[src/rtl/mbssoc_mailbox_if.sv]
// rtl/mbssoc_mailbox_if.sv - shared SoC bus between the bus controller and the mailbox responder
interface mbssoc_mailbox_if #(
  parameter int DATA_W = 32,
  parameter int ADDR_W = 32
);
  logic [ADDR_W-1:0] bus_addr;
  logic [DATA_W-1:0] bus_wdata;
  logic [DATA_W-1:0] bus_rdata;
  logic              bus_re;
  logic              bus_we;
  logic              bus_sel;
  logic              bus_wait;

  modport master (
    output bus_addr, bus_wdata, bus_re, bus_we, bus_sel,
    input  bus_rdata, bus_wait
  );

  modport slave (
    input  bus_addr, bus_wdata, bus_re, bus_we, bus_sel,
    output bus_rdata, bus_wait
  );
endinterface

[src/rtl/mbssoc_mailbox.sv]
// rtl/mbssoc_mailbox.sv - inter-core mailbox: two word FIFOs (CPU0->CPU1, CPU1->CPU0) with level IRQs
module mbssoc_mailbox #(
  parameter int                DATA_W     = 32,
  parameter int                ADDR_W     = 32,
  parameter logic [ADDR_W-1:0] BASE       = 32'h0000_F000,
  parameter int                DEPTH_LOG2 = 2
) (
  input  logic                 clk,
  input  logic                 rst,
  mbssoc_mailbox_if.slave      bus,
  output logic                 irq0,
  output logic                 irq1
);
  localparam int DEPTH = 1 << DEPTH_LOG2;

  typedef enum logic {IDLE, RESP} state_t;

  state_t          state, state_nx;
  logic [1:0]      lat_off, lat_off_nx;
  logic            lat_sel, lat_sel_nx;

  // FIFO index 0 is F01 (CPU0->CPU1), index 1 is F10; a core's outbound index equals its bus_sel
  logic [DATA_W-1:0]     mem [2][DEPTH];
  logic [DEPTH_LOG2-1:0] wp  [2];
  logic [DEPTH_LOG2-1:0] rp  [2];
  logic [DEPTH_LOG2:0]   cnt [2];
  logic [1:0]            empty, full;
  logic [1:0]            ovf, udf;
  logic [1:0]            ctrl;

  logic             hit, wr, push_req, pop_req, pop_f, in_f;
  logic [1:0]       off;
  logic [1:0]       do_push, do_pop;
  logic             ovf_set, udf_set;
  logic [DATA_W-1:0] rd_val;
  logic [DATA_W-1:0] rdata;
  logic              wait_req;

  assign hit      = (bus.bus_addr[ADDR_W-1:4] == BASE[ADDR_W-1:4]) && (bus.bus_addr[1:0] == 2'b00);
  assign off      = bus.bus_addr[3:2];
  assign wr       = hit & bus.bus_we;
  assign push_req = wr && (off == 2'd0);
  assign pop_req  = (state == RESP) && (lat_off == 2'd1);
  assign pop_f    = ~lat_sel;
  assign in_f     = ~lat_sel;

  always_comb begin
    empty = '0;
    full  = '0;
    for (int i = 0; i < 2; i++) begin
      empty[i] = (cnt[i] == '0);
      full[i]  = cnt[i][DEPTH_LOG2];
    end
  end

  // A pop in the same cycle frees the slot, so a push into a full FIFO may still land
  always_comb begin
    do_push = '0;
    do_pop  = '0;
    for (int i = 0; i < 2; i++) begin
      do_pop[i]  = pop_req && (pop_f == 1'(i)) && !empty[i];
      do_push[i] = push_req && (bus.bus_sel == 1'(i)) && (!full[i] || do_pop[i]);
    end
    ovf_set = push_req && full[bus.bus_sel] && !do_pop[bus.bus_sel];
    udf_set = pop_req && empty[pop_f];
  end

  always_comb begin
    rd_val = '0;
    case (lat_off)
      2'd1: if (!empty[in_f]) rd_val = mem[in_f][rp[in_f]];
      2'd2: begin
        rd_val[DEPTH_LOG2:0] = cnt[in_f];
        rd_val[8]            = empty[in_f];
        rd_val[9]            = full[lat_sel];
        rd_val[16]           = ovf[lat_sel];
        rd_val[17]           = udf[lat_sel];
      end
      2'd3: rd_val[1:0] = ctrl;
      default: ;
    endcase
  end

  always_comb begin
    state_nx   = state;
    lat_off_nx = lat_off;
    lat_sel_nx = lat_sel;
    wait_req   = 1'b0;
    rdata      = '0;
    case (state)
      IDLE: begin
        if (bus.bus_re && hit && !bus.bus_we) begin
          wait_req   = 1'b1;
          lat_off_nx = off;
          lat_sel_nx = bus.bus_sel;
          state_nx   = RESP;
        end
      end
      RESP: begin
        rdata    = rd_val;
        state_nx = IDLE;
      end
      default: state_nx = IDLE;
    endcase
  end

  assign bus.bus_rdata = rdata;
  assign bus.bus_wait  = wait_req;

  always_ff @(posedge clk) begin
    if (rst) begin
      state   <= IDLE;
      lat_off <= '0;
      lat_sel <= 1'b0;
      ovf     <= '0;
      udf     <= '0;
      ctrl    <= '0;
      irq0    <= 1'b0;
      irq1    <= 1'b0;
      for (int i = 0; i < 2; i++) begin
        wp[i]  <= '0;
        rp[i]  <= '0;
        cnt[i] <= '0;
      end
    end else begin
      state   <= state_nx;
      lat_off <= lat_off_nx;
      lat_sel <= lat_sel_nx;
      for (int i = 0; i < 2; i++) begin
        if (do_push[i]) wp[i] <= wp[i] + 1'b1;
        if (do_pop[i])  rp[i] <= rp[i] + 1'b1;
        cnt[i] <= cnt[i] + {{DEPTH_LOG2{1'b0}}, do_push[i]} - {{DEPTH_LOG2{1'b0}}, do_pop[i]};
      end
      if (wr && off == 2'd3) begin
        ctrl <= bus.bus_wdata[1:0];
        if (bus.bus_wdata[16]) ovf[bus.bus_sel] <= 1'b0;
        if (bus.bus_wdata[17]) udf[bus.bus_sel] <= 1'b0;
      end
      if (ovf_set) ovf[bus.bus_sel] <= 1'b1;
      if (udf_set) udf[lat_sel] <= 1'b1;
      irq1 <= ctrl[1] & ~empty[0];
      irq0 <= ctrl[0] & ~empty[1];
    end
  end

  always_ff @(posedge clk) begin
    for (int i = 0; i < 2; i++) begin
      if (!rst && do_push[i]) mem[i][wp[i]] <= bus.bus_wdata;
    end
  end
endmodule

[src/flat_wrapper.sv]
// flat-port wrapper written by rule: the top's interface ports become plain ports
module mbssoc_mailbox_flat 
#(
  parameter int                DATA_W     = 32,
  parameter int                ADDR_W     = 32,
  parameter logic [ADDR_W-1:0] BASE       = 32'h0000_F000,
  parameter int                DEPTH_LOG2 = 2
)
  (clk, rst, irq0, irq1, bus_bus_addr, bus_bus_wdata, bus_bus_re, bus_bus_we, bus_bus_sel, bus_bus_rdata, bus_bus_wait);
  mbssoc_mailbox_if #(.DATA_W(DATA_W), .ADDR_W(ADDR_W)) bus_i ();
  input  logic clk;
  input  logic rst;
  output logic irq0;
  output logic irq1;
  input wire logic [$bits(bus_i.bus_addr)-1:0] bus_bus_addr;
  input wire logic [$bits(bus_i.bus_wdata)-1:0] bus_bus_wdata;
  input wire logic [$bits(bus_i.bus_re)-1:0] bus_bus_re;
  input wire logic [$bits(bus_i.bus_we)-1:0] bus_bus_we;
  input wire logic [$bits(bus_i.bus_sel)-1:0] bus_bus_sel;
  output wire logic [$bits(bus_i.bus_rdata)-1:0] bus_bus_rdata;
  output wire logic [$bits(bus_i.bus_wait)-1:0] bus_bus_wait;
  assign bus_i.bus_addr = bus_bus_addr;
  assign bus_i.bus_wdata = bus_bus_wdata;
  assign bus_i.bus_re = bus_bus_re;
  assign bus_i.bus_we = bus_bus_we;
  assign bus_i.bus_sel = bus_bus_sel;
  assign bus_bus_rdata = bus_i.bus_rdata;
  assign bus_bus_wait = bus_i.bus_wait;
  mbssoc_mailbox #(.DATA_W(DATA_W), .ADDR_W(ADDR_W), .BASE(BASE), .DEPTH_LOG2(DEPTH_LOG2)) u_core (.clk(clk), .rst(rst), .bus(bus_i), .irq0(irq0), .irq1(irq1));
endmodule
[config.mk]
export PLATFORM = sky130hd
export DESIGN_NAME = mbssoc_mailbox_flat
export DESIGN_NICKNAME = d
export VERILOG_FILES = /design/src/rtl/mbssoc_mailbox_if.sv /design/src/rtl/mbssoc_mailbox.sv /design/src/flat_wrapper.sv
export SDC_FILE = /design/constraint.sdc
export NUM_CORES = 1
export LEC_CHECK = 0
export CELL_PAD_IN_SITES_DETAIL_PLACEMENT = 1
export CELL_PAD_IN_SITES_GLOBAL_PLACEMENT = 1
export CORE_MARGIN = 5
export CORE_UTILIZATION = 52
export DETAILED_ROUTE_END_ITERATION = 10
export GPL_TIMING_DRIVEN = 0
export PLACE_DENSITY = 0.88
export SLEW_MARGIN = 20
export SYNTH_ARGS = -nofsm -noshare
export SYNTH_HDL_FRONTEND = slang
export SYNTH_SLANG_ARGS = --single-unit
[constraint.sdc]
create_clock -name clk -period 7.2 [get_ports clk]
set_clock_uncertainty 0.1 [all_clocks]
set_input_delay 1.08 -clock clk [delete_from_list [all_inputs] [get_ports clk]]
set_output_delay 1.08 -clock clk [all_outputs]
set_load 0.01 [all_outputs]
==> results.yml <==
clocking:
  ctsHtreeMaxLevel: 1
  cts_resized: 0
  clock_latency_ns: 0.54
  cts_tree: "built"
  clk_pin_slew_worst_paths_ns: 0.07
  numCtsBuffers: 29
  cts_buffer_depth: 3
  cts_hold_buf: 0
  cts_setup_buffers: 0
  clockRootBuffer: "clkbuf_16"
  cts.sinks: 282
layout:
  drive_gt1_frac: 0.109
  diodes: 0
  final_cell_mix: "264 x edfxtp_1, 102 x clkdlybuf4s50_1, 82 x mux2i_1"
  layout.cells.most_common: "edfxtp_1"
  area_growth_pct: 20.5
  finalNonFillerCells: 1214
  fin_nets: 997
  design_area_um2: 14300
  fillers: 2066
drt:
  drt.antenna.violating_nets: 0
  dr.first_iter.drc_count: 744
  finalWirelength_um: 34200
  wl_per_cell_um: 28.2
  via_per_inst: 6.20
  first_pass_iters: 5
  dr_total_vias: 7522
  drc_errors: 0
placed_design:
  pre_cts_ws_ns: 2.96
  io_buffers: 102
  dp.cells: 1164
  post-dp-hpwl_um: 22100
  place.gp.congestion: 0.825
  dpl-instance-area_um2: 13400
global_route:
  grt_usage: 0.263
  grt_max_degree: 28
  grt_pass1_wl_um: 52000
  grt_pass1_vias: 8328
  antenna_found_initial: 0
  overflow: 0
sta:
  fin_crit_ns: 4.68
  setup_violations: 0
  rsz0062_at_grt: "no"
  relSlewSlack: 0.412
  finalWorstSetupSlack_ns: 2.52
  fmax_mhz: 214
  tightest_slew_ns: 0.882
  finalSetupTns_ns: 0
  final_max_slew_viol_count: 0
  fin_crit_sh: 0.649
  hold_ws_ns: 0.428
  finalHoldViolCount: 0
synthesis:
  ys_warn_count: 0
  synthArstFlopShare: 0
  postSynthCellCount: 769
  synth_fp_nets: 856
  avgSynthCellArea_um2: 15.4
  syn_area_um2: 11900
  synth-edff-count: 264
  seq_area_frac_synth: 0.699
  ys.flop_type: "edfxtp_1"
  synth_seq_cells: 282
  ys_types: 46
critical_path:
  critPathSlowestCell: "nor3_1"
  max_stage_delay_ns: 0.64
  crit_family: "simple AND/OR/NAND/NOR gates"
  cp_data_required_time_ns: 6.02
  ff2ff_setup_slack_ns: 4.42
  path_cells: "nor3_1 > nor3_1 > nor2_1 > clkbuf_1 > nor2_1 > clkdlybuf4s50_1"
  cp.buffers_inverters: 2
  reg2reg_depth: 6
  worstPathMaxFanout: 10
  path_class: "reg -> out"
  worstPathArrival_ns: 3.50
  worstReg2RegEnd: "u_core.mem[0][7]"
  r2r_start: "u_core.lat_off[1]"
  start_kind: "flip-flop"
  crit_path_end_kind: "primary output"
floorplanning:
  ioPinCount: 104
  die_w_um: 161
  fp.dieH_um: 161
  die_area_um2: 25900
  rows: 55
  core-area_um2: 22600
  start_util: 0.525
power:
  p_per_area_nw_per_um2: 232
  clockPowerShare: 0.422
  net-switching-power_w: 0.000661
  p_int_w: 0.00265
  swShare: 0.200
  combPwrFrac: 0.037
  p_leak_nw: 4.71
  seq_power_share: 0.541
  peakVddDrop_v: 0.000226
worst_hold_path:
  hold_class: "reg -> reg"
  hold_depth: 2
  whs_endpoint: "u_core.udf[1]"
  holdCritStartpoint: "u_core.udf[1]"
outcome:
  outcome: "completed"
job:
  drv_cap: 0
cell usage after synthesis, drive strengths merged (2+ instances only):
cell type    n  area share
dfxtp       18       0.030
nor3         9      0.0057
o21ai        2     0.00084
inv         16      0.0051
or2          4      0.0021
xnor2        5      0.0037
clkbuf      25      0.0079
a22oi        3      0.0019
nand2        8      0.0025
nand3        3      0.0013
and3b        3      0.0023
a21oi       55       0.023
nor2b       55       0.029
buf         23       0.011
nand4        3      0.0034
nand2b       7      0.0037
and3        11      0.0058
edfxtp     264        0.67
and4bb       2      0.0021
mux2i       82       0.069
fa           2      0.0034
nor2        42       0.013
o22ai        6      0.0032
mux4         8       0.015
nor4         9       0.012
ha          16       0.017
a211oi      78       0.049
registers in the layout (all words and copies together) (netlist names), named ones only:
name,count
u_core.wp,4
u_core.rp,4
u_core.mem,256
u_core.cnt,6
u_core.lat_off,2
u_core.irq1,1
u_core.ovf,1
u_core.ctrl,2
u_core.lat_sel,1
u_core.irq0,1
u_core.state,1
u_core.udf,2
worst max path at each step:
| stage | from | end | slack (ns) | cells after the start |
|---|---|---|---|---|
| floorplan | bus_bus_addr[7] | u_core.mem[1][0] | 3.71 | 6 |
| global placement | bus_bus_addr[5] | u_core.mem[0][75] | 2.36 | 7 |
| detailed placement | bus_bus_addr[7] | bus_bus_wait | 2.96 | 5 |
| CTS | u_core.rp[1][0] | bus_bus_rdata[23] | 2.58 | 8 |
| global route | u_core.cnt[1][2] | bus_bus_rdata[30] | 2.39 | 6 |
| finish | u_core.cnt[1][2] | bus_bus_rdata[30] | 2.52 | 6 |
per-layer routing:
metal  up-vias  wire length [µm]  GRT usage  part of all wire
met3        70              2210     0.0405             0.065
met4         0               885     0.0834             0.026
met1      3839             13500      0.339              0.39
met2       361             17600      0.462              0.52
li1       3252                 -          -                 -
met5         -                 0          0                 0
cell type report:
| class | instances | area, µm² | area share |
|---|---|---|---|
| buffer | 48 | 220 | 0.0154 |
| clock buffer | 38 | 759 | 0.0532 |
| clock inverter | 12 | 105 | 0.00736 |
| inverter | 16 | 60.1 | 0.00420 |
| multi-input combinational | 423 | 3290 | 0.231 |
| sequential | 282 | 8290 | 0.580 |
| tap | 285 | 357 | 0.0250 |
| timing repair buffer | 110 | 1200 | 0.0843 |
worst register-to-register path: stages, from the launching register on:
cell and delay, ns:
dfxtp_1 0.35, inv_1 0.11, ha_1 0.21, nand3_1 0.17, a21oi_1 0.54, and3_2 0.75
buf_16 0.25
through the flow:
step                      utilization  total power, W
after floorplan                     -         0.00187
after global placement          0.586         0.00194
after detailed placement        0.595         0.00195
after CTS                       0.633         0.00333
after global routing            0.633         0.00342
final                           0.633         0.00331
kinds of logic after synthesis:
| group | synth area share |
|---|---|
| DFF | 0.699 |
| xor gates and xnor gates | 0.00443 |
| AOI/OAI and AO/OA | 0.0829 |
| adders and majority gates | 0.0203 |
| muxes | 0.0854 |
| and+or+nand+nor | 0.0840 |
| buffers and inverters | 0.0236 |
power groups by stage:
stage                     combinational, W  sequential (W)  clock, W
after global placement            0.000112         0.00183         0
after floorplan                  0.0000428         0.00183         0
after CTS                         0.000121         0.00179   0.00141
final                             0.000122         0.00179   0.00140
after global routing              0.000130         0.00179   0.00150
after detailed placement          0.000119         0.00183         0
No activity file was read; power rests on OpenSTA's default activity.
